### config.mk
export PLATFORM = sky130hd
export DESIGN_NAME = ifetch_ctrl
export DESIGN_NICKNAME = d
export VERILOG_FILES = /design/src/rtl/ifetch_ctrl.sv
export SDC_FILE = /design/constraint.sdc
export NUM_CORES = 1
export LEC_CHECK = 0
export CAP_MARGIN = 20
export CORE_MARGIN = 4
export CORE_UTILIZATION = 41
export DETAILED_ROUTE_END_ITERATION = 6
export PLACE_DENSITY = 0.73
export SYNTH_ARGS = -nofsm -noshare
export SYNTH_HDL_FRONTEND = slang
export SYNTH_SLANG_ARGS = --single-unit
### constraint.sdc
create_clock -name clk -period 2.4 [get_ports clk]
set_clock_uncertainty 0.2 [all_clocks]
set_input_delay 0.36 -clock clk [delete_from_list [all_inputs] [get_ports clk]]
set_output_delay 0.36 -clock clk [all_outputs]
set_load 0.1 [all_outputs]
### src/rtl/ifetch_ctrl.sv
// Instruction fetch controller: sequences IRAM reads, captures the returned word
// and offers it to decode over valid/ready, with redirect and HALT handling.
module ifetch_ctrl #(
    parameter int                    ADDR_W      = 24,
    parameter int                    INS_W       = 24,
    parameter logic [ADDR_W-1:0]     RESET_PC    = '0,
    parameter int                    OPCODE_W    = 8,
    parameter logic [OPCODE_W-1:0]   HALT_OPCODE = 8'hFF
) (
    input  logic              clk,
    input  logic              rst,
    input  logic              start,
    output logic              iram_read,
    output logic [ADDR_W-1:0] iram_addr,
    input  logic [INS_W-1:0]  iram_ins,
    output logic [INS_W-1:0]  ins_out,
    output logic              ins_valid,
    input  logic              ins_ready,
    output logic [ADDR_W-1:0] pc_out,
    input  logic              redirect,
    input  logic [ADDR_W-1:0] redirect_pc,
    output logic              halted
);

    typedef enum logic [2:0] {
        S_IDLE,
        S_REQ,
        S_WAIT,
        S_HOLD,
        S_HALT
    } state_t;

    state_t              state_reg, state_next;
    logic [ADDR_W-1:0]   fetch_pc_reg, fetch_pc_next;
    logic [INS_W-1:0]    ins_reg, ins_next;
    logic [ADDR_W-1:0]   pc_out_reg, pc_out_next;
    logic                is_halt_op;

    assign is_halt_op = (ins_reg[INS_W-1 -: OPCODE_W] == HALT_OPCODE);

    always_ff @(posedge clk) begin
        if (rst) begin
            state_reg    <= S_IDLE;
            fetch_pc_reg <= RESET_PC;
            ins_reg      <= '0;
            pc_out_reg   <= '0;
        end else begin
            state_reg    <= state_next;
            fetch_pc_reg <= fetch_pc_next;
            ins_reg      <= ins_next;
            pc_out_reg   <= pc_out_next;
        end
    end

    always_comb begin
        state_next    = state_reg;
        fetch_pc_next = fetch_pc_reg;
        ins_next      = ins_reg;
        pc_out_next   = pc_out_reg;
        // A redirect restarts fetching from every state and beats any handshake.
        if (redirect) begin
            fetch_pc_next = redirect_pc;
            state_next    = S_REQ;
        end else begin
            case (state_reg)
                S_IDLE: if (start) state_next = S_REQ;
                S_REQ:  state_next = S_WAIT;
                S_WAIT: begin
                    ins_next    = iram_ins;
                    pc_out_next = fetch_pc_reg;
                    state_next  = S_HOLD;
                end
                S_HOLD: begin
                    if (ins_ready) begin
                        if (is_halt_op) begin
                            state_next = S_HALT;
                        end else begin
                            fetch_pc_next = fetch_pc_reg + ADDR_W'(1);
                            state_next    = S_REQ;
                        end
                    end
                end
                S_HALT:  state_next = S_HALT;
                default: state_next = S_IDLE;
            endcase
        end
    end

    assign iram_read = (state_reg == S_REQ);
    assign iram_addr = fetch_pc_reg;
    assign ins_valid = (state_reg == S_HOLD);
    assign halted    = (state_reg == S_HALT);
    assign ins_out   = ins_reg;
    assign pc_out    = pc_out_reg;

endmodule

# Yosys cells after proc, flatten, opt, wreduce, memory -nomap -nowiden
# Cells that the tools add are included.
# word_totals
output_inout_bits	75
regBits	75
wordCells	34
# op_classes
eq_ne	10
reduce_logical	8
bitwise	1
mux	9
addsub	1
# ops
op	n
$mux W24	4
$add A24 B1 Y24 const B	1
$pmux W3 S5	1
$mux W3	3
$eq A8 B8 Y1 const B	1
$eq A3 B2 Y1 const B	2
$reduce_and A2 Y1	3
$ne A2 B2 Y1 const B	2
$reduce_bool A2 Y1	2
$eq A3 B1 Y1 const B	1
$eq A3 B3 Y1 const B	1
$logic_not A3 Y1	1
$ne A3 B1 Y1 const B	1
$ne A3 B3 Y1 const B	1
$reduce_and A3 Y1	1
$ne A2 B1 Y1 const B	1
$reduce_or A2 Y1	1
$mux W1	1
$not A1 Y1	1

# Logic depth before layout (Yosys ltp)
# logic_depth
ltp_word	5
ltp_mapped	7

# Worst setup path before layout
# No wires, ideal clock.
# synth_timing
path_kind	reg2reg
startpoint	reg state_reg[1]
endpoint	reg state_reg[2]
t_required_ns	2.134
t_arrival_ns	3.195
setup_slack_ns	-1.061
path_stages_with_launch	4
setup_time_ns	0.066
synth_period_minus_slack_ns	3.461
cell_sequence	dfxtp_1 -> clkbuf_1 -> nor3b_1 -> o221a_2
# synth_lines
item	line	rtl
start, declared	33	state_t state_reg, state_next;
start signal, assigned	48	state_reg <= state_next;
$eq A3 B3 Y1	--	
via halted	22	output logic halted
$pmux W3 S5	65	case (state_reg)
# The timed path passes the listed nets, and every way through them passes these cells.
# A chain may end at the register's enable or synchronous reset.

# Worst setup path after layout
# layout_timing
startpoint	reg state_reg[0]
endpoint	reg fetch_pc_reg[12], in the netlist iram_addr[12]
# layout_between
elab_chain_len	3
# layout_lines
item	line	rtl
$eq A3 B2 Y1	65	
$reduce_bool A2 Y1 (no line)	--	
$reduce_and A3 Y1 (no line)	--	
end signal, assigned	49	fetch_pc_reg <= fetch_pc_next;
end, declared	34	logic [ADDR_W-1:0] fetch_pc_reg, fetch_pc_next;
# Every way passes these cells.

==> summary.txt <==
Outcome
  • Run status: finished clean

Synth
  • Synth Flop Type: dfxtp_1
  • Synth Area in Compound Gates: between 20% and 30%
  • XOR/XNOR Fraction of Synth Area: approximately 1.1%
  • Simple-gate share of the synthesized area: roughly a quarter
  • Post-Synth Adder-Cell Area: less than 1%
  • Async S/R FF share, synth: 0%
  • Main combinational cell family by area after synthesis: simple AND/OR/NAND/NOR gates
  • Synth top area cells: dfxtp_1, nand2_1, a21oi_1
  • Post-synthesis cell area: about 3200 sq um
  • Post-synth top area share: a little under half
  • Average footprint of a synthesized cell: between 8 and 9 sq um
  • Yosys top cell by area: dfxtp_1
  • Count of unique library cells instantiated by Yosys: 46
  • Mux share of post-synthesis cell area: less than 1%
  • #FFs+latches synth: between 70 and 80
  • YS warnings: 0
  • Post-synth EDFFs: 0
  • Mapped Cells: roughly 400
  • Syn nets: 455
  • Post-synthesis sequential area ratio: 46.3%

Power and ir drop
  • Tot Pwr: about 3200 uW
  • Sequential Power Share: between 40% and 50%
  • Switching pwr: roughly 920 uW
  • Int Pwr: 2290 uW
  • Comb power frac: 18.6%
  • Leak: 0.00185 uW
  • Clk pwr share: just under 40%
  • Pwr Density: around 670 nW/um^2
  • Worst vdd ir: 491 uV
  • Switching share of power: about 29%

Place
  • Post-DP HPWL: about 6.8 mm
  • PortBufs: ~130
  • Post-DP Area: 4530 sq um
  • GP Congestion: ~0.84

Clock network
  • Max Root-Sink Buffers: 2
  • CTS clock-pin slew for the worst setup and hold paths: ~0.070 ns
  • TritonCTS clock tree: done
  • Post CTS Setup Buffer Count: 0
  • CTS H-tree depth: 3
  • CTS resizes: 0
  • Hold-fix buffers at CTS: 0
  • Worst-skew pair later-pin latency: between 0.3 and 0.4 ns
  • Root Driver: clkbuf_8
  • Clock sink total: 75
  • TritonCTS Buffers: 9

Global routing
  • Tot GR Track Use: around a fifth
  • Largest net degree at the start of global routing: between 40 and 50
  • Gr ovfl total: 0
  • First-pass GRT wire length: between 15 and 20 mm
  • Vias in the first global route: 3117
  • Initial antenna violation count: 0

Setup path
  • Worst-path fanout max: 10
  • Worst Path Required: between 2 and 2.5 ns
  • Reg2Reg Setup Slack: roughly 0.26 ns
  • Crit-path leading delay family: simple AND/OR/NAND/NOR gates
  • Crit path DAT: about 2.2 ns
  • Critical path startpoint category: flop
  • Critical Path Max Stage Delay: 0.49 ns
  • Setup crit end kind: flop
  • Slowest CP cell: dfxtp_1
  • WP buf/inv: 2
  • Cell count along the critical path: 6
  • CP Class: flop to flop
  • Worst Reg2Reg Path Length in Cells: 6
  • Most frequent cell on the critical path: buf_4
  • Critical Path, Cell by Cell: and4b_1 > buf_4 > o2111ai_4 > buf_4 > or3_1 > a311oi_1

Floorplan
  • DIE AREA: roughly 9400 sq um
  • Ports: between 100 and 150
  • Row Count: 32
  • Die Height: 97.0 microns
  • DIE WIDTH: 97.0 microns
  • Initial cell density of the core: 42.0%
  • Core footprint: 7730 sq um

Finish
  • Diodes inserted: 0
  • Synth-to-Final Area Change: 47.7%
  • Register area: 1530 sq um
  • Most frequent cells in the layout: nand2_1, buf_4, clkdlybuf4s50_1
  • Most common cell after layout, fill and taps aside: nand2_1
  • Layout Nets: 580
  • Multi-input gate area: roughly 1600 sq um
  • Cell area after layout: around 4800 sq um
  • Layout cells sized above 1: 27.2%
  • Filler instances: 698

Drt
  • Drt drc: 0
  • WL met3: roughly 510 microns
  • Vias/cell: around 5.2
  • WL/cell: 14.7 microns
  • Final WL: just over 9 mm
  • Top routing layer in use: met4
  • 1st-pass router iterations: 4
  • Via count: 3289
  • Final ANT Viol Nets: 0
  • Initial DRC Count: between 150 and 200
  • Met2 Wirelength: 4.60 mm
  • M1 wire length: around 4.2 mm

Worst hold path
  • Hold depth: 2
  • Hold Crit Class: primary input to flop

STA
  • Minimum clock period: 2.14 ns
  • Fmax: 467 MHz
  • RSZ-0062 raised after global routing: false
  • Setup Viol. Count Final: 0
  • Final period utilization: around 89%
  • Max Transition Viols Final: 0
  • Final Hold Fails: 0
  • Worst Tran Pin Value: between 0.8 and 0.9 ns
  • Relative slew slack: 41.2%

Flow run
  • Max-cap violations: 0
## power groups by stage
stage	Clock, uW	Sequential [uW]	Combinational (uW)
finish	1270	1350	596
global placement	0	1380	594
floorplan	0	1640	133
global route	1340	1360	625
CTS	1290	1350	599
detailed placement	0	1380	598
## cell usage after synthesis (7+ instances only)
master    count
and3_1        7
nor2_1       21
nand3_1       7
a21oi_1      50
a311oi_1     12
o21ai_0      15
nand2_1     104
dfxtp_1      75
or3_1        10
inv_1         7
clkbuf_1     19
## stage by stage
stage                     hold slack, ns  setup WS (ns)  cells  setup TNS, ns  util [%]
after detailed placement           0.247        -0.0537    617         -0.155      58.6
after global placement             0.243         0.0207    617              0      58.6
after global routing               0.208         0.0982    632              0      62.0
after floorplan                    0.289         0.0139    401              0         -
final                              0.209          0.257    632              0      62.0
after CTS                          0.192          0.244    632              0      62.0
## per-layer routing
metal / global-route usage, % / vias up
li1: - / 1671
met1: 24.9 / 1529
met2: 32.9 / 85
met3: 4.47 / 4
met4: 7.24 / 0
met5: 0 / -
## final cells by class
cell class | count | share of cell area, %
Multi-Input combinational cell | 290 | 33.6
Sequential cell | 75 | 32.0
Timing Repair Buffer | 142 | 25.6
Clock buffer | 10 | 2.87
Tap cell | 102 | 2.66
Clock inverter | 5 | 2.61
Inverter | 8 | 0.626
## final timing paths
| kind | start | endpoint |
|---|---|---|
| worst min register to register | pc_out[6] | pc_out[6] |
| worst max-delay path | state_reg[0] | iram_addr[12] |
| worst max register to register | state_reg[0] | iram_addr[12] |
| worst min-delay path | rst | ins_out[13] |
## cells by family (layout without fill, tap and decap cells)
group           count (synthesis)  count (layout)
compound gates                107             107
xor+xnor                        4               4
fa+ha+maj                       1               1
buf+inv                        36             165
flops                          75              75
mux                             1               1
simple gates                  177             177
Power figures use the tool's default switching activity.
==> patch: new RTL, same flow settings <==
Re-encode `state_t` (5 states) as one-hot, 5 bits wide.
--- a/src/rtl/ifetch_ctrl.sv
+++ b/src/rtl/ifetch_ctrl.sv
@@ -22,12 +22,12 @@
     output logic              halted
 );
 
-    typedef enum logic [2:0] {
-        S_IDLE,
-        S_REQ,
-        S_WAIT,
-        S_HOLD,
-        S_HALT
+    typedef enum logic [4:0] {
+        S_IDLE = 5'b00001,
+        S_REQ  = 5'b00010,
+        S_WAIT = 5'b00100,
+        S_HOLD = 5'b01000,
+        S_HALT = 5'b10000
     } state_t;
 
     state_t              state_reg, state_next;
Check against the original RTL: no difference found for any inputs over 10 cycles, from zero or initial values and one cycle with rst high; not proved beyond that.
==> patch against the unedited design <==
Routed wire length up 2.2%; clock power down 26%; die area up 3.5%; via count up 1.2%; sequential cell count up 2; synthesized cell count up 5.0%; design area up 1.1%; area after synthesis up 3.8%; combinational power down 17%; worst setup slack worse by 0.17 ns; total power down 13%; critical endpoint is now iram_read.
==> patch: results (changes against the unedited design) <==
Outcome
  – Status: finished clean

Clock tree
  – CTS buffer count: 9 (unchanged)
  – H-tree Lvls: 3 (unchanged)
  – Clock-pin transition on the worst setup and hold timing paths: 0.08 ns
  – Clock Path Buffers: 2 (unchanged)
  – Skew-Pair Late Insertion Delay: 0.34 ns (about the same)

Setup path
  – Crit path max fanout: 7 (-3)
  – Worst setup startpoint: state_reg[0]
  – R2R cell count: 5 (-1)
  – FF-to-FF Start: state_reg[2]
  – RR Endpoint: pc_out[22]
  – Setup crit end: iram_read
  – Worst path max stage delay: 0.39 ns (-0.10 ns)
  – Worst path arrival time: 1.76 ns (-0.43 ns)
  – Crit-path leading delay family: simple AND/OR/NAND/NOR gates

Global routing
  – Gr usage total: 0.195 (-0.00209)
  – Initial antenna violation count: 0 (unchanged)
  – First-pass GRT wire length: 15.8 mm (+3.0%)
  – GR Layer Usage met2: 0.334 (+0.00529)
  – Met1 usage: 0.240 (-0.00871)
  – Largest net degree at the start of global routing: 34 (-31%)
  – Met3 GRT Util: 0.0566 (+0.0119)

Placement
  – Placer congestion estimate: 0.827 (-0.92%)
  – Post-DP HPWL: 7.17 mm (+5.5%)
  – Placed Area: 4670 sq um (+3.0%)

Route
  – WL/cell: 14.5 um (-1.4%)
  – Routed wl met2: 4.54 mm (-1.3%)
  – Drt initial violations: 117 (-24%)
  – Met3 WL: 673 um (+31%)
  – Via count: 3329 (+1.2%)
  – DRT met1 WL: 4.20 mm (+1.1%)
  – Pre-Repair DR Iteration Count: 4 (unchanged)

Finish
  – Area occupied by multi-input gates: 1680 sq um (+4.0%)
  – Final net count: 603 (+4.0%)
  – ANT cells: 0 (unchanged)
  – Share of layout cells above drive strength 1: 0.260 (-0.0113)
  – FILL cells: 740 (+6.0%)

Min path
  – Hold Path Origin: pc_out[8]
  – Worst Hold Endpoint: pc_out[8]
  – Min-Delay Path Class: flip-flop to flip-flop

STA
  – Worst-margin pin slew: 0.601 ns (-0.281 ns)
  – Max-slew violation count: 0 (unchanged)

Synthesis
  – Area contributors post-synth: dfxtp_1 46%, nand2_1 12%, a21oi_1 8.0%
  – Library cells used by synthesis: 47 (+2.2%)
  – Sequential element share of the synthesized area: 0.457 (-0.00512)
  – Syn nets: 475 (+4.4%)
  – Top cells by count, synth: 111 x nand2_1, 77 x dfxtp_1, 54 x a21oi_1, 23 x nor2_1, 19 x clkbuf_1

Power
  – Sw frac: 0.301 (+0.0142)
  – LEAKAGE: 0.00180 uW (-2.7%)
  – Worst IR Drop VDD: 0.298 mV (-39%)
patch: power by group through the flow:
stage / logic, uW / clock network, uW / registers, uW
5_1_grt: 521 / 1010 / 1370
4_1_cts: 497 / 958 / 1360
3_5_place_dp: 495 / 0 / 1390
6_report: 495 / 942 / 1360
3_3_place_gp: 494 / 0 / 1390
2_1_floorplan: 125 / 0 / 1580
patch: area by class of cell:
class,instances,area share
multi-input cells,306,0.345
flip-flops and latches,77,0.324
repair buffers,147,0.261
clock buffers,10,0.0263
well taps,102,0.0263
clock inverters,5,0.0108
inverters,8,0.00619
patch: tightest hold or removal path, delay by kind of cell, from the launching register on:
| family | cells | cell delay [ns] |
|---|---|---|
| flops | 1 | 0.32 |
| compound gates | 1 | 0.05 |
| simple gates | 1 | 0.05 |
patch: cell families (layout without fill, tap and decap cells):
| kind of cell | after synthesis | count (layout) | share of synthesized area |
|---|---|---|---|
| simple gates | 192 | 192 | 0.270 |
| buf+inv | 38 | 170 | 0.0524 |
| mux | 2 | 2 | 0.00594 |
| fa+ha+maj | 1 | 1 | 0.00371 |
| flops | 77 | 77 | 0.457 |
| compound gates | 92 | 92 | 0.161 |
| xor+xnor | 19 | 19 | 0.0494 |
patch: per-stage QoR:
stage               total power (uW)  setup WS, ns  cells  setup TNS [ns]  hold slack, ns
global route                    2900        0.0205    655               0           0.275
floorplan                       1710        0.0186    421               0           0.269
global placement                1890        0.0390    640               0           0.242
CTS                             2820        0.0701    655               0           0.260
detailed placement              1890      -0.00613    640        -0.00878           0.250
finish                          2800        0.0849    655               0           0.258
